File: src/rtl/alu_bist_ctrl.sv
// Built-in self-test sequencer for a 32-bit ALU: walks a fixed 21-entry vector/opcode
// table, compares the ALU response against an internal model and reports pass/fail.
module alu_bist_ctrl #(
    parameter bit STOP_ON_FAIL = 1'b1
) (
    input  logic        clk,
    input  logic        reset,
    input  logic        start,
    output logic [3:0]  alu_ctrl,
    output logic [31:0] test_a,
    output logic [31:0] test_b,
    input  logic [31:0] alu_result,
    input  logic        zero,
    output logic        busy,
    output logic        done,
    output logic        pass,
    output logic [7:0]  err_cnt,
    output logic [4:0]  fail_idx
);

    typedef enum logic [1:0] {IDLE, DRIVE, CHECK, FINISH} state_t;

    localparam logic [4:0] LAST_IDX = 5'd20;
    localparam logic [4:0] NO_FAIL  = 5'd31;
    localparam logic [2:0] LAST_OP  = 3'd6;

    state_t      state, next_state;
    logic [1:0]  vec_idx;
    logic [4:0]  test_idx;
    logic [2:0]  next_op;
    logic [1:0]  next_vec;
    logic [31:0] exp_result;
    logic        exp_zero;
    logic        mismatch;
    logic        load_first, load_next, record, finish;

    function automatic logic [31:0] rom_a(input logic [1:0] v);
        case (v)
            2'd0:    rom_a = 32'd10;
            2'd1:    rom_a = 32'hFFFF_FFFF;
            default: rom_a = 32'h8000_0000;
        endcase
    endfunction

    function automatic logic [31:0] rom_b(input logic [1:0] v);
        case (v)
            2'd0:    rom_b = 32'd15;
            2'd1:    rom_b = 32'h0000_0001;
            default: rom_b = 32'h0000_001F;
        endcase
    endfunction

    function automatic logic [31:0] model(input logic [3:0] op, input logic [31:0] a,
                                          input logic [31:0] b);
        case (op)
            4'd0:    model = a + b;
            4'd1:    model = a - b;
            4'd2:    model = a & b;
            4'd3:    model = a | b;
            4'd4:    model = a ^ b;
            4'd5:    model = a << b[4:0];
            4'd6:    model = a >> b[4:0];
            default: model = 32'd0;
        endcase
    endfunction

    // The model sees the registered operands, so it settles with the ALU during DRIVE.
    always_comb begin
        exp_result = model(alu_ctrl, test_a, test_b);
        exp_zero   = (exp_result == 32'd0);
        mismatch   = (alu_result != exp_result) || (zero != exp_zero);
        next_op    = (alu_ctrl[2:0] == LAST_OP) ? 3'd0 : alu_ctrl[2:0] + 3'd1;
        next_vec   = (alu_ctrl[2:0] == LAST_OP) ? vec_idx + 2'd1 : vec_idx;
    end

    always_ff @(posedge clk or posedge reset) begin
        if (reset) state <= IDLE;
        else       state <= next_state;
    end

    always_comb begin
        next_state = state;
        load_first = 1'b0;
        load_next  = 1'b0;
        record     = 1'b0;
        finish     = 1'b0;
        case (state)
            IDLE: begin
                if (start) begin
                    load_first = 1'b1;
                    next_state = DRIVE;
                end
            end
            DRIVE: next_state = CHECK;
            CHECK: begin
                record = mismatch;
                if (mismatch && STOP_ON_FAIL)  next_state = FINISH;
                else if (test_idx == LAST_IDX) next_state = FINISH;
                else begin
                    load_next  = 1'b1;
                    next_state = DRIVE;
                end
            end
            FINISH: begin
                finish     = 1'b1;
                next_state = IDLE;
            end
            default: next_state = IDLE;
        endcase
    end

    assign busy = (state == DRIVE) || (state == CHECK);

    // Operands only change on a load, so they stay frozen across each DRIVE+CHECK pair.
    always_ff @(posedge clk or posedge reset) begin
        if (reset) begin
            alu_ctrl <= 4'd0;
            test_a   <= 32'd0;
            test_b   <= 32'd0;
            vec_idx  <= 2'd0;
            test_idx <= 5'd0;
            done     <= 1'b0;
            pass     <= 1'b0;
            err_cnt  <= 8'd0;
            fail_idx <= NO_FAIL;
        end else begin
            if (load_first) begin
                alu_ctrl <= 4'd0;
                test_a   <= rom_a(2'd0);
                test_b   <= rom_b(2'd0);
                vec_idx  <= 2'd0;
                test_idx <= 5'd0;
                done     <= 1'b0;
                pass     <= 1'b0;
                err_cnt  <= 8'd0;
                fail_idx <= NO_FAIL;
            end
            if (load_next) begin
                alu_ctrl <= {1'b0, next_op};
                test_a   <= rom_a(next_vec);
                test_b   <= rom_b(next_vec);
                vec_idx  <= next_vec;
                test_idx <= test_idx + 5'd1;
            end
            if (record) begin
                if (err_cnt != 8'hFF) err_cnt <= err_cnt + 8'd1;
                if (fail_idx == NO_FAIL) fail_idx <= test_idx;
            end
            if (finish) begin
                done <= 1'b1;
                pass <= (err_cnt == 8'd0);
            end
        end
    end

endmodule

File: config.mk
export PLATFORM = sky130hd
export DESIGN_NAME = alu_bist_ctrl
export DESIGN_NICKNAME = d
export VERILOG_FILES = /design/src/rtl/alu_bist_ctrl.sv
export SDC_FILE = /design/constraint.sdc
export NUM_CORES = 1
export LEC_CHECK = 0
export CORE_MARGIN = 4
export CORE_UTILIZATION = 29
export DETAILED_ROUTE_END_ITERATION = 10
export PLACE_DENSITY = 0.49
export SLEW_MARGIN = 10
export SYNTH_ARGS = -nofsm -noshare
export SYNTH_HDL_FRONTEND = slang
export SYNTH_SLANG_ARGS = --single-unit
File: constraint.sdc
create_clock -name clk -period 6.1 [get_ports clk]
set_input_delay 1.525 -clock clk [delete_from_list [all_inputs] [get_ports clk]]
set_output_delay 1.525 -clock clk [all_outputs]
set_load 0.03 [all_outputs]
== After elaboration in Yosys (flattened, before gate mapping) ==
Index checks and enable logic that the tools add are counted.
Storage, ports and cells
  register bits after elaboration: 92
  input port bits: 36
  output and inout bits: 84
  logic and storage cells: 82
Operators by class
  add/sub/neg operators: 6
  equality and inequality tests: 17
  shifts and indexed selects: 2
  muxes and demuxes: 35
  bitwise logic cells: 3
  reduce and logical (&&, ||, !) cells: 9
Operator list (count)
  $pmux W32 S7: 1
  $mux W32: 4
  $pmux W32 S2: 1
  $add A32 B32 Y32: 1
  $and A32 B32 Y32: 1
  $logic_not A32 Y1: 1
  $ne A32 B32 Y1: 1
  $or A32 B32 Y32: 1
  $shl A32 B5 Y32: 1
  $shr A32 B5 Y32: 1
  $sub A32 B32 Y32: 1
  $xor A32 B32 Y32: 1
  $mux W5: 5
  $mux W8: 3
  $eq A4 B3 Y1 const B: 3
  $mux W2: 6
  $eq A5 B5 Y1 const B: 2
  $mux W1: 10
  $pmux W5 S2: 1
  $add A8 B1 Y8 const B: 1
  $eq A4 B2 Y1 const B: 2
  $logic_not A8 Y1: 1
  $mux W4: 2
  $ne A8 B8 Y1 const B: 1
  15 further kinds: 20

== Longest topological paths before layout ==
  word-level depth: 8
  gate-level depth with buffers: 20

== Least setup slack after synthesis ==
Ideal clock, no wire load.
  kind: register to register
  from: register test_b[3]
  to: register test_b[3]
  data arrival time: 5.099 ns
  setup slack: 0.868 ns
  stages on the path, launching flop included: 20
  buffers on the path: 3
  cell sequence: dfrtp_1 > clkbuf_1 > inv_1 > ha_1 > ha_1 > a21oi_1 > ha_1 > clkbuf_2 > nand2_1 > a211oi_1 > or2_2 > or3_1 > o22a_4 > or4b_1 > and3_1 > a2111o_1 > or4_4 > buf_6 > a211oi_2 > a21oi_1
On the way
  cells in the longest elaborated chain, start to end: 8
  elaborated cells on any way between the ends: 16
  classes of those cells: add/sub (2); eq/ne (2); shift (2); mux (4); bitwise (3); reduce/logical (3)
Ends and longest elaborated chain
  start, declared: RTL line 11  | output logic [31:0] test_b,
  start signal, assigned: RTL line 130  | test_b <= rom_b(2'd0);
  start signal, assigned: RTL line 141  | test_b <= rom_b(next_vec);
  $sub A32 B32 Y32, or another cell as far along: RTL line 57  | 4'd1: model = a - b;
  $pmux W32 S7 (*): RTL line 55  | case (op)
  $logic_not A32 Y1: RTL line 70  | exp_zero = (exp_result == 32'd0);
  $ne A1 B1 Y1: RTL line 71  | mismatch = (alu_result != exp_result) || (zero != exp_zero);
  $logic_or A1 B1 Y1 (*): RTL line 71
  $mux W1 (*): RTL line 97  | if (mismatch && STOP_ON_FAIL) next_state = FINISH;
  $mux W1 (*): RTL line 87  | case (state)
  $mux W32 / $reduce_bool A2 Y1 (equally long branches)
Mark *: on every way between the ends. The rest lies on a longest branch, timed or not.
A chain may end at the register's enable or synchronous reset.

== Final worst setup path ==
  from: register test_b[0]
  to: register alu_ctrl[0]
On the way
  cells in the longest elaborated chain, start to end: 8
  elaborated cells on any way between the ends: 16
  classes of those cells: add/sub (2); eq/ne (2); shift (2); mux (4); bitwise (3); reduce/logical (3)
Ends and longest elaborated chain
  $sub A32 B32 Y32, or another cell as far along: RTL line 57
  $pmux W32 S7 (*): RTL line 55
  $logic_not A32 Y1: RTL line 70
  $ne A1 B1 Y1: RTL line 71
  $logic_or A1 B1 Y1 (*): RTL line 71
  $mux W1 (*): RTL line 97
  $mux W1 (*): RTL line 87
  $mux W4 / $reduce_bool A2 Y1 (equally long branches)
  end signal, assigned: RTL line 139  | alu_ctrl <= {1'b0, next_op};
  end, declared: RTL line 9  | output logic [3:0] alu_ctrl,
Marks and branches as above.

==> flow_summary.toml <==
[synth]
yosysWarnings = 0
syn_inst = 640
synth.area.top_cells = "dfrtp_1 (14%), buf_4 (9.2%), ha_1 (7.9%)"
ys_seq_elements = 33
synth_top_area_share_pct = 14.3
synth_area_per_cell_sq_um = 7.63
ys_async_sr_fraction_pct = 100
synth_edf_count = 0
synth.most_common_cell = "buf_4"
synthTopCellsByCount = "buf_4 (60), nand2_1 (43), nor2_1 (42)"
ys_seq_area_share_pct = 17.0
synth_top_area_cell = "dfrtp_1"
synth_cell_types = 81
syn_area_sq_um = 4880
synth-main-ff-cell = "dfrtp_1"

[placed_design]
hpwl_mm = 13.1
pre_cts_slack_ns = 0.848
port_buffers = 91
gp_congestion = 0.874

[global_routing]
grt_first_pass_wirelength_mm = 26.1
grt_pass1_vias = 4702
antenna_found_initial = 0
overflow = 0
grt_max_degree = 34
grt_use_total_pct = 17.3

[sta]
period_share_pct = 87.3
slew_viol_final = 0
fin_ws_ns = 0.772
hold_viol = 0
fin_worst_skew_ns = 0.00727
fin_setup_tns_ns = 0
max_slew_margin_pct = 32.9
rsz0062_at_grt = "no"
worst_pin_slew_ns = 1.00
min_period_ns = 5.33
setup_viol = 0
fmax_ghz = 0.188

[cts]
holdBufCountCts = 0
cts_buffer_depth = 2
cts_num_sinks = 33
post_cts_buffers = 0
ctsResizeCount = 0
cts_tree = "done"
cts-root-buf = "clkbuf_16"
cts_max_level = 2
clk_pin_slew_ns = 0.05
insertion_delay_ns = 0.28
cts_made_buffers = 5

[power]
peakVddDrop_v = 0.000345
powerDensity_nw_per_um2 = 172
power.leakage_nw = 2.40

[detailed_routing]
drtIter0Drc = 331
vias = 4929
drc = 0
ant_nets = 0
wl_per_cell_um = 18.3
wl_mm = 16.6
via_per_inst = 5.45
dr.pass1.iters = 4

[layout]
fin_nets = 752
antenna_cells = 0
drive_gt1_share_pct = 5.84
syn_to_final_growth_pct = 18.7

[floorplanning]
io_pins = 120
rows = 47
die_w_um = 138
die_y_um = 138
core_sq_um = 16500
die_area_sq_um = 19000
initial_core_util_pct = 29.6

[worst_setup_path]
cp_max_fo = 19
critPathKind = "reg2reg"
endpoint_kind = "flop"
critPathRequiredTime_ns = 6.27
cp.arrival_ns = 5.50
cp-start-kind = "flop"

[flow_run]
maxCapViolCount = 0

[outcome]
status = "complete, no violations"

[min_path]
hold_class = "reg2reg"
==> path summary, 6_finish.rpt <==
path / startpoint / endpoint / slack, ns / cells after the start
worst min-delay path: done / done / 0.48 / 1
worst min register to register: done / done / 0.48 / 1
worst max-delay path: test_b[0] / alu_ctrl[0] / 0.77 / 16
worst max register to register: test_b[0] / alu_ctrl[0] / 0.77 / 16
max in group asynchronous: reset / fail_idx[0] / 4.12 / 3
min in group asynchronous: reset / test_idx[1] / 1.65 / 3
==> cell usage in the layout (no fill, tap or decap), drive strengths merged, types with 7 or more instances in the layout <==
cell            n
a211o           8
a211oi         13
a21o           12
a21oi          33
a31oi           8
and2            8
and3           14
buf            12
clkbuf          7
clkdlybuf4s50  91
conb           28
dfrtp          28
ha             31
inv            27
mux2i          14
nand2          43
nand2b         18
nand3          20
nand4          14
nor2           43
nor2b          10
nor3           13
nor3b           7
nor4           10
o211ai          8
o21ai          28
o31ai          11
or3            15
xnor2           9
xor2            7
==> cells by family after synthesis <==
| logic type | after synthesis | share of synthesized area, % |
|---|---|---|
| flip-flops | 33 | 17.0 |
| AO/OA/AOI/OAI | 181 | 26.9 |
| adder cells (fa/ha/maj) | 32 | 8.35 |
| buffers and inverters | 120 | 14.4 |
| AND/OR/NAND/NOR | 242 | 27.3 |
| other | 1 | 0.0768 |
| multiplexers | 15 | 3.10 |
| XOR/XNOR | 16 | 2.87 |
==> flip-flops by register name, indices dropped and copies added, names as in the netlist <==
| signal | count |
|---|---|
| fail_idx | 5 |
| alu_ctrl | 3 |
| state | 2 |
| test_idx | 5 |
| pass | 1 |
| test_b | 3 |
| err_cnt | 8 |
| done | 1 |
| vec_idx | 2 |
| test_a | 3 |
==> metrics by stage <==
stage | hold slack (ns) | cell area, sq um | power [mW] | util [%] | cells
5_1_grt | 0.517 | 5800 | 1.07 | 35.1 | 905
4_1_cts | 0.487 | 5800 | 1.01 | 35.1 | 905
2_1_floorplan | 0.501 | 4990 | 0.613 | - | 667
6_report | 0.481 | 5800 | 0.999 | 35.1 | 905
3_3_place_gp | 0.471 | 5660 | 0.759 | 34.3 | 897
3_5_place_dp | 0.470 | 5660 | 0.765 | 34.3 | 897
==> power by group <==
group | leakage, nW | switching, mW | internal, mW
Sequential | 0.416 | 0.0472 | 0.274
Combinational | 1.92 | 0.253 | 0.186
Clock | 0.0679 | 0.0877 | 0.151
==> per-layer routing <==
layer / vias to the layer above / global-route usage [%] / routed length, um
met1: 2370 / 22.6 / 7190
met3: 22 / 1.39 / 758
met2: 155 / 30.3 / 8260
met4: 0 / 5.10 / 377
li1: 2382 / - / -
met5: - / 0 / 0
==> critical path, cell delays in order, from the launching register on <==
cell and delay [ns]:
dfrtp_1 0.59, inv_1 0.19, ha_1 0.26, a21oi_1 0.26, inv_1 0.10, ha_1 0.61, inv_1 0.18, or4_1 0.56
o31a_1 0.26, a31oi_1 0.33, o21ai_0 0.20, a21oi_1 0.15, and4_1 0.22, nand4b_1 0.19, nor4_1 0.53, nand2_1 0.29
o31ai_1 0.28
==> layout make-up <==
type / count / area, sq um
Fill cell: 1763 / 10700
Multi-Input combinational cell: 514 / 3450
Timing Repair Buffer: 103 / 1000
Sequential cell: 33 / 832
Tap cell: 220 / 275
Clock buffer: 7 / 133
Inverter: 27 / 101
Clock inverter: 1 / 5.00
No activity file was read; power rests on OpenSTA's default activity.
